==> config.mk <==
export PLATFORM = sky130hd
export DESIGN_NAME = sym_mapper
export DESIGN_NICKNAME = d
export VERILOG_FILES = /design/src/rtl/sym_map_pkg.sv /design/src/rtl/sym_map_lut.sv /design/src/rtl/sym_mapper.sv
export SDC_FILE = /design/constraint.sdc
export NUM_CORES = 1
export LEC_CHECK = 0
export ABC_AREA = 1
export CAP_MARGIN = 20
export CORE_ASPECT_RATIO = 2
export CORE_MARGIN = 2
export CORE_UTILIZATION = 30
export DETAILED_ROUTE_END_ITERATION = 8
export HOLD_SLACK_MARGIN = 0.15
export MAX_ROUTING_LAYER = met4
export SLEW_MARGIN = 20
export SYNTH_ARGS = -nofsm -noshare
export SYNTH_HDL_FRONTEND = slang
export SYNTH_SLANG_ARGS = --single-unit
==> constraint.sdc <==
create_clock -name clk -period 2.3 [get_ports clk]
set_input_delay 0.69 -clock clk [delete_from_list [all_inputs] [get_ports clk]]
set_output_delay 0.69 -clock clk [all_outputs]
set_load 0.005 [all_outputs]
==> src/rtl/sym_map_pkg.sv <==
// Shared types and helpers for the bit-serial constellation mapper.
// Mode encoding matches the i_mode port; reserved mode behaves as QPSK.
package sym_map_pkg;

    typedef enum logic [1:0] {
        MODE_BPSK  = 2'd0,
        MODE_QPSK  = 2'd1,
        MODE_QAM16 = 2'd2,
        MODE_RSVD  = 2'd3
    } mode_e;

    localparam int MAX_BPS = 4;

    function automatic logic [2:0] bits_per_sym(input mode_e mode);
        case (mode)
            MODE_BPSK:  return 3'd1;
            MODE_QAM16: return 3'd4;
            default:    return 3'd2;
        endcase
    endfunction

endpackage

==> src/rtl/sym_map_lut.sv <==
// Symbol-to-I/Q lookup for BPSK / QPSK / Gray-coded 16-QAM; bit 0 maps positive.
// Latency: combinational.
// Backpressure: none, pure function of mode and symbol.
module sym_map_lut
    import sym_map_pkg::*;
#(
    parameter int W         = 12,
    parameter int AMPL_BPSK = 2047,
    parameter int AMPL_QPSK = 1447,
    parameter int QAM_L1    = 647,
    parameter int QAM_L3    = 1941
) (
    input  mode_e                mode,
    input  logic [MAX_BPS-1:0]   sym,
    output logic signed [W-1:0]  sample_i,
    output logic signed [W-1:0]  sample_q
);

    localparam logic signed [W-1:0] LVL_BPSK = W'(AMPL_BPSK);
    localparam logic signed [W-1:0] LVL_QPSK = W'(AMPL_QPSK);
    localparam logic signed [W-1:0] LVL_L1   = W'(QAM_L1);
    localparam logic signed [W-1:0] LVL_L3   = W'(QAM_L3);

    // Per-axis Gray: MSB is the sign, LSB picks inner (1) or outer (0) level
    function automatic logic signed [W-1:0] qam_axis(input logic [1:0] b);
        logic signed [W-1:0] mag;
        mag = b[0] ? LVL_L1 : LVL_L3;
        return b[1] ? -mag : mag;
    endfunction

    always_comb begin
        sample_i = '0;
        sample_q = '0;
        case (mode)
            MODE_BPSK: begin
                sample_i = sym[0] ? -LVL_BPSK : LVL_BPSK;
                sample_q = '0;
            end
            MODE_QAM16: begin
                sample_i = qam_axis(sym[3:2]);
                sample_q = qam_axis(sym[1:0]);
            end
            default: begin
                sample_i = sym[1] ? -LVL_QPSK : LVL_QPSK;
                sample_q = sym[0] ? -LVL_QPSK : LVL_QPSK;
            end
        endcase
    end

endmodule

==> src/rtl/sym_mapper.sv <==
// Bit-serial constellation mapper; optional stats via SYM_MAPPER_STATS_EN.
// Latency: sample valid one cycle after the symbol's last bit; 1 bit/cycle sustained.
// Backpressure: o_ready drops while a sample is held unconsumed; output holds stable.
module sym_mapper
    import sym_map_pkg::*;
#(
    parameter int W         = 12,
    parameter int AMPL_BPSK = 2047,
    parameter int AMPL_QPSK = 1447,
    parameter int QAM_L1    = 647,
    parameter int QAM_L3    = 1941
) (
    input  logic                clk,
    input  logic                rst,
    input  logic [1:0]          i_mode,
    input  logic                i_bit,
    input  logic                i_valid,
    output logic                o_ready,
    input  logic                i_out_ready,
    output logic                o_valid,
    output logic signed [W-1:0] o_I,
    output logic signed [W-1:0] o_Q
`ifdef SYM_MAPPER_STATS_EN
    ,
    output logic [31:0]         o_sym_count,
    output logic                o_mode_err
`endif
);

    if (AMPL_BPSK >= 2**(W-1) || AMPL_QPSK >= 2**(W-1) ||
        QAM_L1 >= 2**(W-1) || QAM_L3 >= 2**(W-1)) begin : g_ampl_range_err
        $error("sym_mapper: amplitude parameter does not fit in signed W bits");
    end

    logic [2:0]          cnt;
    logic [MAX_BPS-2:0]  sreg;
    mode_e               mode_q;
    mode_e               cur_mode;
    logic [MAX_BPS-1:0]  sym_next;
    logic                accept;
    logic                consume;
    logic                last;
    logic signed [W-1:0] lut_i;
    logic signed [W-1:0] lut_q;

    assign o_ready  = !rst && !(o_valid && !i_out_ready);
    assign accept   = i_valid && o_ready;
    assign consume  = o_valid && i_out_ready;

    // Mode comes straight from the port on a symbol's first bit, else the latched copy
    assign cur_mode = (cnt == 3'd0) ? mode_e'(i_mode) : mode_q;
    assign sym_next = (cnt == 3'd0) ? {{(MAX_BPS-1){1'b0}}, i_bit} : {sreg, i_bit};
    assign last     = accept && ((cnt + 3'd1) == bits_per_sym(cur_mode));

    sym_map_lut #(
        .W         (W),
        .AMPL_BPSK (AMPL_BPSK),
        .AMPL_QPSK (AMPL_QPSK),
        .QAM_L1    (QAM_L1),
        .QAM_L3    (QAM_L3)
    ) u_lut (
        .mode     (cur_mode),
        .sym      (sym_next),
        .sample_i (lut_i),
        .sample_q (lut_q)
    );

    always_ff @(posedge clk) begin
        if (rst) begin
            cnt     <= '0;
            sreg    <= '0;
            mode_q  <= MODE_QPSK;
            o_valid <= 1'b0;
            o_I     <= '0;
            o_Q     <= '0;
        end else begin
            if (accept) begin
                if (cnt == 3'd0)
                    mode_q <= cur_mode;
                if (last) begin
                    cnt     <= '0;
                    o_valid <= 1'b1;
                    o_I     <= lut_i;
                    o_Q     <= lut_q;
                end else begin
                    cnt  <= cnt + 3'd1;
                    sreg <= sym_next[MAX_BPS-2:0];
                end
            end
            if (consume && !last)
                o_valid <= 1'b0;
        end
    end

`ifdef SYM_MAPPER_STATS_EN
    always_ff @(posedge clk) begin
        if (rst) begin
            o_sym_count <= '0;
            o_mode_err  <= 1'b0;
        end else begin
            if (consume)
                o_sym_count <= o_sym_count + 32'd1;
            if (accept && cnt == 3'd0 && mode_e'(i_mode) == MODE_RSVD)
                o_mode_err <= 1'b1;
        end
    end
`endif

endmodule

# Word level (Yosys, flattened, before mapping)
# Index checks and enable logic that the tools add are counted.
[word_totals]
register_bits = 33
latchBits = 0
ram_bits = 0
mem_bits_ro = 0
input_bits = 7
out_inout_bits = 26
elab_cells = 41
n_memories = 0
[classes]
addsub = 3
mul = 0
div_mod_pow = 0
n_lt_le_gt_ge = 0
n_eq_ne = 2
shift = 0
n_mux = 13
bitwise_logic = 1
reduce_logical = 16
[op_table]
columns = ["cell", "count"]
rows = [
  ["12-bit two-way mux", 5],
  ["12-bit one-hot mux with 2 select lines", 2],
  ["12-bit negator", 2],
  ["11-bit two-way mux", 2],
  ["1-bit logical AND", 6],
  ["3-bit one-hot mux with 2 select lines", 1],
  ["2-bit AND reduction", 3],
  ["1-bit zero test", 4],
  ["4-bit two-way mux", 1],
  ["3-bit by 1-bit adder with 3-bit output, second input constant", 1],
  ["3-bit == test", 1],
  ["3-bit zero test", 1],
  ["3-bit two-way mux", 1],
  ["2-bit == test, second input constant", 1],
  ["2-bit zero test", 1],
  ["2-bit two-way mux", 1],
  ["2-bit OR reduction", 1],
  ["1-bit inverter", 1],
]

# Depth between registers and ports, before layout
# Gate-level depths: netlist of run 1.
[logic_depth]
ltp_word = 9
mapped_depth = 13
depth_no_buf = 12

# Modules after synthesis
# From an unflattened synthesis of run 1, not the netlist that was laid out.
[hier_totals]
hier_cells = 295
hier_area_um2 = 1921.8
[modules_own_cells]
columns = ["mod", "n_inst", "cells_each", "area_each_um2", "seq_area_each_um2"]
rows = [
  ["sym_mapper", 1, 241, 1660.3, 660.6],
  ["sym_map_lut", 1, 54, 261.5, 0.0],
]

# Worst setup path after synthesis of run 1
# No wires, ideal clock.
[synth_timing]
path_kind = "input to register"
from = "in i_out_ready"
to = "reg o_Q[7]"
setup_time_ns = 0.115
t_arrival_ns = 1.737
required_ns = 2.185
setup_slack_ns = 0.448
stages = 9
path_buffers = 2
cell_sequence = "inv_1 -> a21oi_1 -> nand2_1 -> inv_1 -> buf_2 -> buf_2 -> nand3_1 -> nand2_1 -> nor2_1"
[synth_via]
elab_chain_cells = 7
[synth_lines]
columns = ["element", "line", "text"]
rows = [
  ["start, declared", "sym_mapper.sv:19", "input logic i_out_ready,"],
  ["1-bit zero test (*)", "sym_mapper.sv:46", "assign o_ready = !rst && !(o_valid && !i_out_ready);"],
  ["1-bit logical AND (*)", "sym_mapper.sv:46", ""],
  ["1-bit zero test (*)", "sym_mapper.sv:46", ""],
  ["1-bit logical AND (*)", "sym_mapper.sv:46", ""],
  ["net o_ready", "sym_mapper.sv:18", "output logic o_ready,"],
  ["1-bit logical AND (*)", "sym_mapper.sv:47", "assign accept = i_valid && o_ready;"],
  ["1-bit logical AND", "sym_mapper.sv:53", "assign last = accept && ((cnt + 3'd1) == bits_per_sym(cur_mode));"],
  ["2-bit AND reduction (no line) (*)", "-", ""],
  ["end signal, assigned", "sym_mapper.sv:84", "o_Q <= lut_q;"],
  ["end, declared", "sym_mapper.sv:22", "output logic signed [W-1:0] o_Q"],
]
# Mark *: on every way through the listed nets, which the timed path passes. The rest lies on a longest branch.
# A chain may end at the register's enable or synchronous reset.

# Worst setup path in the final report of run 1
[layout_timing]
from = "in i_out_ready"
to = "out o_ready"
[layout_via]
elab_chain_cells = 4
[layout_lines]
columns = ["element", "line"]
rows = [
  ["1-bit zero test", "sym_mapper.sv:46"],
  ["1-bit logical AND", "sym_mapper.sv:46"],
  ["1-bit zero test", "sym_mapper.sv:46"],
  ["1-bit logical AND", "sym_mapper.sv:46"],
  ["end, declared", "sym_mapper.sv:18"],
]
# Every way passes these cells.

==> results of run 1 <==
## area by class of cell
cell class / instances / area, um^2
repair buffers: 43 / 435
inverters: 26 / 97.6
fillers: 545 / 3060
flip-flops and latches: 26 / 520
multi-input cells: 156 / 815
well taps: 58 / 72.6
clock buffers: 3 / 41.3
## critical path: cells and delay by family
kind | cells | cell delay [ps]
buf+inv | 3 | 630
compound gates | 1 | 130
## layer usage
layer  GRT usage (%)  part of all wire, %  vias to the layer above
met1            15.5                   43                      640
met3            1.27                  3.9                        4
li1                -                    -                      763
met2            23.7                   51                       40
met5               -                    0                        -
met4            5.18                  1.7                        0
## report_power, final
part,total [mW],switching [mW],leakage (nW),internal (mW)
Sequential,0.488,0.0159,0.211,0.472
Combinational,0.336,0.189,0.658,0.147
Clock,0.257,0.140,0.0216,0.118
Total,1.08,0.345,0.890,0.737
## logic make-up after synthesis
kind of cell,Yosys count,synth area share [%]
flip-flops,26,33.6
AO/OA/AOI/OAI,35,13.0
AND/OR/NAND/NOR,117,36.6
adder cells (fa/ha/maj),2,1.62
XOR/XNOR,2,1.13
buffers and inverters,42,14.1
## synthesized netlist by cell type
cell / n
buf_6: 2
buf_2: 3
inv_1: 25
nand2_4: 6
nand3_4: 1
o21ai_0: 7
xor2_1: 2
buf_8: 1
o221ai_1: 1
nand2_2: 5
nand3_2: 1
nor2_8: 1
nor2_1: 39
a21oi_1: 21
inv_2: 1
nand3_1: 27
buf_4: 8
a21oi_2: 6
ha_1: 2
dfxtp_1: 26
clkbuf_1: 1
nand2_1: 37
buf_1: 1
## path summary, 6_finish.rpt
| check | from | to | slack (ps) |
|---|---|---|---|
| hold / removal | o_I[0] | o_I[0] | 460 |
| setup reg to reg | cnt[0] | o_I[6] | 350 |
| hold reg to reg | o_I[0] | o_I[0] | 460 |
| setup / recovery | i_out_ready | o_ready | 160 |
## state kept, by name, indices dropped and copies added (netlist names)
register / count
o_I: 9
o_Q: 8
cnt: 3
sreg: 3
mode_q: 2
o_valid: 1
## metrics by stage
step / instance area (um^2) / setup slack [ps] / setup TNS (ps)
after floorplan: 1550 / 448 / 0
after global placement: 1940 / -249 / -484
after detailed placement: 1940 / -255 / -1030
after CTS: 1980 / 14.6 / 0
after global routing: 1980 / 88.0 / 0
final: 1980 / 158 / 0
==> metrics, run 1 <==
status=finished clean; Slowest cell on crit path=clkdlybuf4s50_1; post-route ant nets=0; Area growth syn-to-layout=27.9%; die area=5790 um^2; CTS max path bufs=2; crit share post-route=93.1%; initial antenna violation count=0; routed vias=1,447; cts bufs inserted=3; syn_area_per_cell=6.92 um^2; Synthesized Nets=233; global router's overall resource usage=13.8%; Worst-Skew Late Latency=270 ps; commonest non-fill, non-tap cell in the layout=nor2_1; row count=37; CTS tree=done; most frequent cells in the layout=39 x nor2_1, 37 x nand2_1, 31 x clkdlybuf4s50_1, 27 x nand3_1, 26 x dfxtp_1; Seq/Total Area, Yosys=33.6%; RSZ-0062 raised after global routing=false; DR WL/cell=10.7 um; Cell variety after synth=23; cell chain of the critical path=clkdlybuf4s50_1 > inv_1 > a21oi_2 > clkbuf_2; die width=54.8 um; vias per cell=4.64; core region area=5050 um^2; Slew Limit Fails=0; Yosys warning total=0; first-pass GRT wire length=5.95 mm; Min Hold Slack=462 ps; crit path capture type=output pin; clock-pin slew on the worst setup and hold paths=90 ps; Data arrival, critical path=1450 ps; die height=106 um; Hold Crit Depth=2; PwrDens=546 nW/um^2; maximum vdd drop=0.406 mV; starting density of the core=30.7%; Max-Cap Viols=0; # clock sinks=26; global route overflow=0; HP Class=flop to flop; Placer Congestion=0.816; H-Tree Depth=1; first-pass iteration count of the detailed router=4; initial DRC count=43; HPWL Detailed=2.54 mm; placed cells=309; Final Hold Fails=0; minimum clock period=2140 ps; CTS Hold Bufs=0; setup repair bufs after CTS=0; LEAKAGE=0.890 nW; cells on worst reg2reg path=12; fin cells=312; # DRC=0; io pins=33; Final Util=39.3%; Crit Path Category=input pin to output pin; critical path required time=1610 ps; number of port buffers=32; synth top area cells=dfxtp_1 34%, nor2_1 9.5%, nand2_1 9.0%; fraction of layout cells with a size suffix above 1=14.6%; # setup viols final=0; max_slew headroom=77.1%; clk root buf=clkbuf_8; n_diodes=0; vias in the first global route=1,418; Synth top area share=33.6%; synthesized area=1550 um^2; worst-path maximum fanout=2; Pwr Total=1.08 mW; Resize count post-CTS=1; Seq cells post-synth=26; wirelength, routed=3.34 mm; crit start category=input pin; CP max stage delay=450 ps; Fmax achieved=0.467 GHz; Slew @ Worst Pin=343 ps; fin nets=265; largest net degree at the start of global routing=39; clk_skew=10.0 ps; cell accounting for the most synthesized area=dfxtp_1; cell count after synthesis=224
Note: power is estimated with default switching activity, not from simulation.
==> inputs of run 2 (changes only) <==
--- a/config.mk
+++ b/config.mk
@@ -8,7 +8,7 @@
 export ABC_AREA = 1
 export CAP_MARGIN = 20
 export CORE_ASPECT_RATIO = 2
-export CORE_MARGIN = 2
+export CORE_MARGIN = 4
 export CORE_UTILIZATION = 30
 export DETAILED_ROUTE_END_ITERATION = 8
 export HOLD_SLACK_MARGIN = 0.15
==> run 2 against run 1 <==
Effect of this change: sequential share of layout area shrank 0.47 points; first-iteration DRC count shrank 56%; clock skew shrank 2.1 ps.
==> metrics, run 2 (synthesized netlist as in run 1, its figures left out) <==
max reg flops=9 (unchanged); Slew @ Worst Pin=289 ps (-54.2 ps); RSZ-0062 raised after global routing=false; fraction of layout cells with a size suffix above 1=15.2% (+0.61 points); Final Util=40.7% (+1.5 points); HPWL Detailed=2.91 mm (+15%); initial DRC count=19 (-56%); crit start category=input pin; die area=6450 um^2 (+11%); CTS tree=done; Buf+Inv Stages, Crit Path=3 (unchanged); R2R Setup Slk=290 ps (-60 ps); worst-path maximum fanout=2 (unchanged); Area growth syn-to-layout=30.3%; CTS max path bufs=2 (unchanged); Data arrival, critical path=1550 ps (+100 ps); setup repair bufs after CTS=0 (unchanged); initial antenna violation count=0 (unchanged); biggest regs=o_I: 9 flops, o_Q: 8 flops; cell chain of the critical path=clkdlybuf4s50_1 > inv_1 > a21oi_2 > clkdlybuf4s15_1; clk root buf=clkbuf_8; largest net degree at the start of global routing=39 (unchanged); clk_skew=7.93 ps (-2.11 ps); wirelength, routed=3.68 mm (+10%); LEAKAGE=0.912 nW (+2.4%); cts bufs inserted=3 (unchanged); Min Hold Slack=452 ps (-10.1 ps); n_diodes=0 (unchanged); die height=110 um (+3.8%); H-Tree Depth=1 (unchanged); row count=36 (-2.7%); crit path capture type=output pin; Biggest register=o_I; io pins=33 (unchanged); first-pass iteration count of the detailed router=4 (unchanged); starting density of the core=31.3% (+0.57 points); fin cells=314 (+0.64%); core region area=4950 um^2 (-1.8%); CP max stage delay=450 ps (about the same); first-pass GRT wire length=6.20 mm (+4.1%); max_slew headroom=80.7% (+3.7 points); Resize count post-CTS=2 (+1); clock-pin slew on the worst setup and hold paths=100 ps (about the same); placed cells=310 (+0.32%); Final Hold Fails=0 (unchanged); routed vias=1,491 (+3.0%); Slowest cell on crit path=clkdlybuf4s50_1; DR WL/cell=11.7 um (+9.3%); global route overflow=0 (unchanged); Slew Limit Fails=0 (unchanged); HP Class=flop to flop; crit share post-route=97.2% (+4.1 points); # DRC=0 (unchanged); # setup viols final=0 (unchanged); status=finished clean; vias per cell=4.75 (+2.4%); CTS Hold Bufs=0 (unchanged); Crit Path Category=input pin to output pin; fin nets=267 (+0.75%); commonest non-fill, non-tap cell in the layout=nor2_1; Max-Cap Viols=0 (unchanged); maximum vdd drop=0.257 mV (-37%); post-route ant nets=0 (unchanged); Fmax achieved=0.447 GHz (-4.2%); minimum clock period=2240 ps (+94.1 ps); global router's overall resource usage=12.7% (-1.1 points); most frequent cells in the layout=39 x nor2_1, 37 x nand2_1, 31 x clkdlybuf4s50_1, 27 x nand3_1, 26 x dfxtp_1; Worst-Skew Late Latency=280 ps (about the same); die width=58.8 um (+7.3%); vias in the first global route=1,474 (+3.9%); CP delay by family, top=buffers and inverters; number of port buffers=32 (unchanged); # clock sinks=26 (unchanged); setup TNS=0 ps (unchanged); Placer Congestion=0.880 (+7.9%); PwrDens=601 nW/um^2 (+10%); critical path required time=1610 ps (about the same)
-- run 2: cell types whose count changed in the layout (fill, tap and decap cells not counted), sizes merged --
| cell | change |
|---|---|
| clkdlybuf4s15 | +1 |
| buf | +2 |
| bufinv | +1 |
| clkbuf | -1 |
-- run 2: final cells by class --
class / instances / area (um^2)
timing repair buffer: 45 / 443
clock inverter: 1 / 30.0
clock buffer: 3 / 41.3
fill: 577 / 2940
sequential: 26 / 520
tap: 57 / 71.3
inverter: 26 / 97.6
multi-input combinational: 156 / 815
-- run 2: through the flow --
step,total power [mW],worst slack (ps),instance area [um^2]
2_1_floorplan,0.728,448,1550
3_3_place_gp,0.836,-282,1940
3_5_place_dp,0.839,-269,1940
4_1_cts,1.23,29.0,2020
5_1_grt,1.29,3.25,2020
6_report,1.21,63.7,2020
-- run 2: metal layers --
metal / track usage, % / part of all wire (%) / vias to the layer above
li1: - / - / 766
met1: 11.3 / 36 / 683
met2: 24.6 / 57 / 29
met3: 1.41 / 3.0 / 13
met4: 6.81 / 4.0 / 0
met5: - / 0 / -
-- run 2: power by group --
group	leakage [nW]	internal, mW	switching [mW]	total (mW)
logic	0.665	0.145	0.192	0.337
registers	0.211	0.472	0.0157	0.488
clock network	0.0357	0.233	0.156	0.389
-- run 2: worst min-delay path: stages, from the launching register on --
cell and delay [ps]:
dfxtp_1 320, inv_1 50, a21oi_1 50
-- run 2: worst paths after layout --
kind	startpoint	end	cells past startpoint
worst min register to register	o_I[0]	o_I[0]	2
worst max register to register	cnt[0]	o_I[1]	13
worst max-delay path	i_out_ready	o_ready	4
worst min-delay path	o_I[0]	o_I[0]	2
